--- src/rtl/sap_program_loader_pkg.sv ---
// Shared constants, FSM state type and checksum helper for the SAP byte-stream program loader.
// Imported by the loader interface and the loader itself.
package sap_program_loader_pkg;

    localparam int          DATA_W    = 16;
    localparam int          ADDR_W    = 8;
    localparam logic [7:0]  SYNC_BYTE = 8'hA5;

    typedef enum logic [3:0] {
        ST_IDLE,
        ST_ADDR,
        ST_COUNT,
        ST_HI,
        ST_LO,
        ST_WRITE,
        ST_CSUM,
        ST_DONE,
        ST_ERR
    } state_t;

    // Record is good when the running sum plus the trailing checksum byte wraps to zero.
    function automatic logic sum_ok(input logic [7:0] sum, input logic [7:0] csum);
        logic [7:0] total;
        total = sum + csum;
        return total == 8'h00;
    endfunction

endpackage

--- src/rtl/sap_program_loader_if.sv ---
// Byte-stream input, RAM write port and CPU-hold status bundle of the program loader.
// master = byte source / RAM side, slave = loader.
interface sap_program_loader_if;
    import sap_program_loader_pkg::*;

    logic [7:0]         in_data;
    logic               in_valid;
    logic               in_ready;
    logic               ram_we;
    logic [ADDR_W-1:0]  ram_addr;
    logic [DATA_W-1:0]  ram_wdata;
    logic               cpu_hold;
    logic               load_done;
    logic               load_err;

    modport master (
        output in_data, in_valid,
        input  in_ready, ram_we, ram_addr, ram_wdata, cpu_hold, load_done, load_err
    );

    modport slave (
        input  in_data, in_valid,
        output in_ready, ram_we, ram_addr, ram_wdata, cpu_hold, load_done, load_err
    );

endinterface

--- src/rtl/sap_program_loader.sv ---
// Parses SYNC/ADDR/COUNT/{HI,LO}xN/CSUM records into consecutive RAM writes; latency: ram_we the cycle after LO.
// Backpressure: in_ready drops only for the single WRITE cycle; held bytes are never dropped.
module sap_program_loader
    import sap_program_loader_pkg::*;
(
    input  logic                  clk,
    input  logic                  rst,
    sap_program_loader_if.slave   ldr
);

    state_t             state_q;
    logic               in_ready_q;
    logic               ram_we_q;
    logic [ADDR_W-1:0]  addr_q;
    logic [DATA_W-1:0]  wdata_q;
    logic               hold_q;
    logic               done_q;
    logic               err_q;
    logic [7:0]         sum_q;
    logic [7:0]         words_q;
    logic [7:0]         hi_q;

    logic               xfer;
    logic [7:0]         sum_d;
    logic [7:0]         words_d;

    assign xfer    = ldr.in_valid & in_ready_q;
    assign sum_d   = sum_q + ldr.in_data;
    assign words_d = words_q - 8'd1;

    always_ff @(posedge clk) begin
        if (rst) begin
            state_q    <= ST_IDLE;
            in_ready_q <= 1'b1;
            ram_we_q   <= 1'b0;
            addr_q     <= '0;
            wdata_q    <= '0;
            hold_q     <= 1'b1;
            done_q     <= 1'b0;
            err_q      <= 1'b0;
            sum_q      <= 8'h00;
            words_q    <= 8'h00;
            hi_q       <= 8'h00;
        end else begin
            ram_we_q <= 1'b0;
            unique case (state_q)
                // Outside a record only SYNC matters; it restarts a load even after DONE/ERR.
                ST_IDLE, ST_DONE, ST_ERR: begin
                    if (xfer && ldr.in_data == SYNC_BYTE) begin
                        sum_q   <= 8'h00;
                        done_q  <= 1'b0;
                        err_q   <= 1'b0;
                        hold_q  <= 1'b1;
                        state_q <= ST_ADDR;
                    end
                end
                ST_ADDR: begin
                    if (xfer) begin
                        addr_q  <= ldr.in_data[ADDR_W-1:0];
                        sum_q   <= sum_d;
                        state_q <= ST_COUNT;
                    end
                end
                ST_COUNT: begin
                    if (xfer) begin
                        words_q <= ldr.in_data;
                        sum_q   <= sum_d;
                        state_q <= (ldr.in_data == 8'h00) ? ST_CSUM : ST_HI;
                    end
                end
                ST_HI: begin
                    if (xfer) begin
                        hi_q    <= ldr.in_data;
                        sum_q   <= sum_d;
                        state_q <= ST_LO;
                    end
                end
                ST_LO: begin
                    if (xfer) begin
                        wdata_q    <= {hi_q, ldr.in_data};
                        sum_q      <= sum_d;
                        words_q    <= words_d;
                        ram_we_q   <= 1'b1;
                        in_ready_q <= 1'b0;
                        state_q    <= ST_WRITE;
                    end
                end
                ST_WRITE: begin
                    addr_q     <= addr_q + ADDR_W'(1);
                    in_ready_q <= 1'b1;
                    state_q    <= (words_q == 8'h00) ? ST_CSUM : ST_HI;
                end
                ST_CSUM: begin
                    if (xfer) begin
                        if (sum_ok(sum_q, ldr.in_data)) begin
                            done_q  <= 1'b1;
                            hold_q  <= 1'b0;
                            state_q <= ST_DONE;
                        end else begin
                            err_q   <= 1'b1;
                            state_q <= ST_ERR;
                        end
                    end
                end
                default: state_q <= ST_IDLE;
            endcase
        end
    end

    assign ldr.in_ready  = in_ready_q;
    assign ldr.ram_we    = ram_we_q;
    assign ldr.ram_addr  = addr_q;
    assign ldr.ram_wdata = wdata_q;
    assign ldr.cpu_hold  = hold_q;
    assign ldr.load_done = done_q;
    assign ldr.load_err  = err_q;

endmodule

--- src/flat_wrapper.sv ---
// flat-port wrapper written by rule: the top's interface ports become plain ports
module sap_program_loader_flat import sap_program_loader_pkg::*;
  (clk, rst, ldr_in_data, ldr_in_valid, ldr_in_ready, ldr_ram_we, ldr_ram_addr, ldr_ram_wdata, ldr_cpu_hold, ldr_load_done, ldr_load_err);
  sap_program_loader_if ldr_i ();
  input  logic clk;
  input  logic rst;
  input wire logic [$bits(ldr_i.in_data)-1:0] ldr_in_data;
  input wire logic [$bits(ldr_i.in_valid)-1:0] ldr_in_valid;
  output wire logic [$bits(ldr_i.in_ready)-1:0] ldr_in_ready;
  output wire logic [$bits(ldr_i.ram_we)-1:0] ldr_ram_we;
  output wire logic [$bits(ldr_i.ram_addr)-1:0] ldr_ram_addr;
  output wire logic [$bits(ldr_i.ram_wdata)-1:0] ldr_ram_wdata;
  output wire logic [$bits(ldr_i.cpu_hold)-1:0] ldr_cpu_hold;
  output wire logic [$bits(ldr_i.load_done)-1:0] ldr_load_done;
  output wire logic [$bits(ldr_i.load_err)-1:0] ldr_load_err;
  assign ldr_i.in_data = ldr_in_data;
  assign ldr_i.in_valid = ldr_in_valid;
  assign ldr_in_ready = ldr_i.in_ready;
  assign ldr_ram_we = ldr_i.ram_we;
  assign ldr_ram_addr = ldr_i.ram_addr;
  assign ldr_ram_wdata = ldr_i.ram_wdata;
  assign ldr_cpu_hold = ldr_i.cpu_hold;
  assign ldr_load_done = ldr_i.load_done;
  assign ldr_load_err = ldr_i.load_err;
  sap_program_loader u_core (.clk(clk), .rst(rst), .ldr(ldr_i));
endmodule
--- config.mk ---
export PLATFORM = sky130hd
export DESIGN_NAME = sap_program_loader_flat
export DESIGN_NICKNAME = d
export VERILOG_FILES = /design/src/rtl/sap_program_loader_pkg.sv /design/src/rtl/sap_program_loader_if.sv /design/src/rtl/sap_program_loader.sv /design/src/flat_wrapper.sv
export SDC_FILE = /design/constraint.sdc
export NUM_CORES = 1
export LEC_CHECK = 0
export ABC_AREA = 0
export BUFFER_PORTS_ARGS = -buffer_cell sky130_fd_sc_hd__buf_2
export CORE_AREA = 2 2 98 100
export CTS_CLUSTER_SIZE = 30
export DETAILED_ROUTE_END_ITERATION = 10
export DIE_AREA = 0 0 100 102
export GPL_TIMING_DRIVEN = 0
export PLACE_DENSITY_LB_ADDON = 0.05
export REMOVE_ABC_BUFFERS = 1
export SLEW_MARGIN = 20
export SYNTH_ARGS = -nofsm -noshare
export SYNTH_HDL_FRONTEND = slang
export SYNTH_SLANG_ARGS = --single-unit
--- constraint.sdc ---
create_clock -name clk -period 2.5 [get_ports clk]
set_input_delay 0.125 -clock clk [delete_from_list [all_inputs] [get_ports clk]]
set_output_delay 0.125 -clock clk [all_outputs]
set_load 0.05 [all_outputs]
# == Word-level counts from Yosys, hierarchy flattened ==
# Index checks and enable logic that the tools add are counted.
# totals
ff_bits,57
inputBits,11
# classes
n_bitwise,2
n_reduce_logical,22
n_eq_ne,18
n_addsub,3
n_mux,31
# op_table
operator,n
$pmux W8 S2,3
$mux W8,4
$mux W4,7
$pmux W4 S7,1
$logic_not A8 Y1,3
$eq A4 B3 Y1 const B,4
$ne A2 B1 Y1 const B,8
$mux W1,10
$reduce_bool A2 Y1,5
$add A8 B1 Y8 const B,1
$add A8 B8 Y8,1
$eq A4 B2 Y1 const B,2
$eq A8 B8 Y1 const B,1
$pmux W1 S2,4
$reduce_and A2 Y1,4
$reduce_and A4 Y1,2
$sub A8 B1 Y8 const B,1
$mux W3,2
$reduce_and A3 Y1,2
$reduce_and A6 Y1,1
$eq A4 B1 Y1 const B,1
$eq A4 B4 Y1 const B,1
$logic_not A4 Y1,1
$reduce_or A4 Y1,1
6 further kinds,6

# == Depth between registers and ports, before layout ==
# depth
word_depth,5
ltp_mapped,8
depth_no_buf,7

# == Worst setup path before layout ==
# OpenSTA, ideal clock, no wires.
# synth_timing
path_kind,reg2reg
start,reg u_core.sum_q[0]
end,reg u_core.state_q[0]
path_stages_with_launch,8
path_buffers,0
setup_ns,0.130
path_slack_ns,0.316
period_less_slack_ns,2.184
required_ns,2.370
arrival_time_ns,2.053
path_cell_list,dfxtp_1 ha_1 fa_1 a211o_1 and3_1 o311ai_1 a211o_1 o211ai_1
# synth_via
elab_chain_cells,5
# synth_rtl
element,line_no,source
start: declaration,sap_program_loader.sv:19,logic [7:0] sum_q;
start signal: assignment,sap_program_loader.sv:60,sum_q <= sum_d;
start signal: assignment,sap_program_loader.sv:67,sum_q <= sum_d;
start signal: assignment,sap_program_loader.sv:74,sum_q <= sum_d;
$add A8 B8 Y8,sap_program_loader_pkg.sv:24,total = sum + csum;
$logic_not A8 Y1,sap_program_loader_pkg.sv:25,return total == 8'h00;
$mux W4,sap_program_loader.sv:95,"if (sum_ok(sum_q, ldr.in_data)) begin"
$mux W4,sap_program_loader.sv:94,if (xfer) begin
$pmux W4 S7,sap_program_loader.sv:46,unique case (state_q)
end signal: assignment,sap_program_loader.sv:68,state_q <= (ldr.in_data == 8'h00) ? ST_CSUM : ST_HI;
end signal: assignment,sap_program_loader.sv:91,state_q <= (words_q == 8'h00) ? ST_CSUM : ST_HI;
end: declaration,sap_program_loader.sv:11,state_t state_q;
# Every way passes these cells. The select of a mux whose other input is x is not followed.
# A chain may end at the register's enable or synchronous reset.

# == Final worst setup path ==
# layout_timing
start,reg u_core.sum_q[0]
end,reg u_core.state_q[3]
# Same word-level chain as after synthesis.

==> flow_summary.toml <==
[detailed_routing]
drt_iter0_markers = 177
drc = 0
wl_mm = 8.683
via_per_inst = 5.487
wl_per_cell_um = 16.63
postRouteAntennaNets = 0
first_pass_iters = 4
num_vias = 2864

[clock_network]
root_buffer = "clkbuf_8"
cts_made_buffers = 9
holdBufCountCts = 0
clk_pin_slew_ns = 0.08
cts_tree = "built"
clockBufferDepth = 2
htreeDepth = 3
insertion_delay_ns = 0.34
cts_setup_buffers = 0
clock_sinks = 57

[min_path]
holdCritPathClass = "in -> reg"

[worst_setup_path]
max_stage_delay_ns = 0.44
cp_slowest_cell = "fa_1"
startpoint_type = "flip-flop"
path_class = "reg -> reg"
required_ns = 2.74
crit_fanout = 7
crit_top_cell = "a211o_1"
crit_chain = "ha_1 -> fa_1 -> a211o_1 -> a21oi_1 -> o221ai_1 -> a211o_1 -> o21a_1"
end_kind = "flip-flop"
crit_buf_inv = 0
path_delay_family = "compound AO/OA/AOI/OAI gates"
crit_arrival_ns = 2.61

[global_route]
gr-total-overflow = 0
grt_pass1_wl_mm = 14.14
grt_max_degree = 54
grt_pass1_vias = 2714
antenna_found_initial = 0
grtUsageTotal_pct = 17.71

[floorplanning]
ios = 40
num_rows = 35
die-width_um = 100
die_h_um = 102
core_area_mm2 = 0.009109
start_util_pct = 34.51
dieArea_mm2 = 0.01020

[pwr]
vdd_drop_max_v = 0.0002575
power_leakage_uw = 0.001337
power_density_mw_per_mm2 = 624.1

[yosys]
yosys_most_used_dff = "dfxtp_1"
synth_edf_count = 0
synth_top_area_share_pct = 36.31
synth_commonest_cells = "dfxtp_1 (57), nand2_1 (52), a21oi_1 (45)"
syn_area_mm2 = 0.003143
ys_top_cells_by_area = "dfxtp_1 (36%), a21oi_1 (7.2%), nand2_1 (6.2%), nor2_1 (4.2%), ha_1 (3.6%)"
async_flop_share_pct = 0
syn_area_per_cell_um2 = 8.271
yosys.cell_count.top_type = "dfxtp_1"
ys_ff_latch = 57
yosysSeqAreaShare_pct = 36.31
yosysTopAreaCell = "dfxtp_1"
yosys_warnings = 0
synthCells = 380
ys_types = 70

[cells_and_area]
finish.utilization_pct = 39.81
drive_gt1_share_pct = 19.71
n_antenna_cell = 0
nNetsFinal = 427
syn2layout_area_growth_pct = 15.37
fin_cells = 522

[timing]
worst_slew_pin_slew_ns = 1.026
rsz0062_at_grt = "false"
max_freq_ghz = 0.4224
fin_worst_skew_ns = 0.008753
setup_ws_ns = 0.1323
slew_violations = 0
period_needed_ns = 2.368
setup_viol = 0
report.final.hold_viol_count = 0
finalCritPeriodShare_pct = 94.71
tns_ns = 0
timing.hold.ws_ns = 0.1190
relSlewSlack_pct = 31.61

[place]
io_buffer_count = 39
dp_hpwl_mm = 5.786
gp_congestion = 0.7729
place_inst = 506
place_ws_ns = -0.1894

[outcome]
status = "finished, final reports clean"

[job]
max_cap_violations = 0
[cells in the final DEF, fill, tap and decap left out, types with 4 or more instances in the layout]
cell type | netlist | routed
o21ai_0 | 11 | 11
or3_1 | 4 | 4
nand4b_1 | 4 | 4
dfxtp_1 | 57 | 56
buf_2 | 8 | 39
ha_1 | 9 | 9
a21oi_1 | 45 | 45
mux2i_1 | 9 | 9
a211oi_1 | 5 | 5
nor2_1 | 35 | 35
a22oi_1 | 9 | 9
o211ai_1 | 7 | 7
inv_1 | 8 | 8
nand2_1 | 52 | 51
nor3_1 | 8 | 7
clkbuf_8 | 0 | 9
nor2b_1 | 6 | 5
or2_2 | 4 | 4
nand3_1 | 8 | 8
and3_1 | 4 | 4
[layout make-up]
type                    instances  area, um2
fillers                       966       5483
multi-input cells             291       1893
flip-flops and latches         57       1142
repair buffers                 39      195.2
well taps                     111      138.9
clock buffers                   9      123.9
clock inverters                 7      102.6
inverters                       8      30.03
[worst reg2reg max path, cell delays in order, from the launching register on]
cell	delay, ns
dfxtp_1	0.32
ha_1	0.24
fa_1	0.44
a211o_1	0.30
a21oi_1	0.22
o221ai_1	0.17
a211o_1	0.35
o21a_1	0.21
[routing by layer]
layer	routed length [um]	vias up	GRT usage (%)
met4	118	0	6.322
met3	276	10	2.873
met5	0	-	0
met1	4312	1361	24.09
li1	-	1440	-
met2	3976	53	28.59
[flip-flops by register name, summed over array words and instances, names as in the netlist]
register and count:
u_core.state_q 4, u_core.sum_q 8, u_core.ldr.load_err 1, u_core.hi_q 8, u_core.ldr.ram_addr 8, u_core.ldr.load_done 1, u_core.ldr.cpu_hold 1, u_core.ldr.ram_we 1
u_core.words_q 8, u_core.ldr.ram_wdata 16, u_core.ldr.in_ready 1
[cells by family (layout without fill, tap and decap cells)]
kind of cell,after synthesis,count (layout),share of synthesized area [%]
compound gates,115,115,25.12
mux,9,9,2.866
buf+inv,32,63,4.737
simple gates,154,154,25.92
flops,57,57,36.31
fa+ha+maj,10,10,4.220
xor+xnor,3,3,0.8361
[stage by stage]
| stage | power, uW | area (um2) |
|---|---|---|
| floorplan | 1173 | 3024 |
| global placement | 1273 | 3358 |
| detailed placement | 1273 | 3358 |
| CTS | 2287 | 3590 |
| global route | 2369 | 3626 |
| finish | 2263 | 3626 |
[power breakdown]
group	internal [uW]	switching, uW	total (uW)
Sequential	925	30.2	955
Clock	571	432	1000
Combinational	106	199	305
Total	1600	661	2260
[timing repair]
item	in CTS	in global routing
setup endpoints to repair	7	47
pin swaps	0	1
resized for setup	1	7
[path summary, 6_finish.rpt]
kind | startpoint | end | slack [ns] | depth (start not counted)
setup / recovery | u_core.sum_q[0] | u_core.state_q[3] | 0.13 | 7
hold / removal | ldr_in_data[2] | u_core.ldr.ram_wdata[2] | 0.12 | 3
setup reg to reg | u_core.sum_q[0] | u_core.state_q[3] | 0.13 | 7
hold reg to reg | u_core.hi_q[4] | u_core.ldr.ram_wdata[12] | 0.45 | 2
Note: power is estimated with default switching activity, not from simulation.
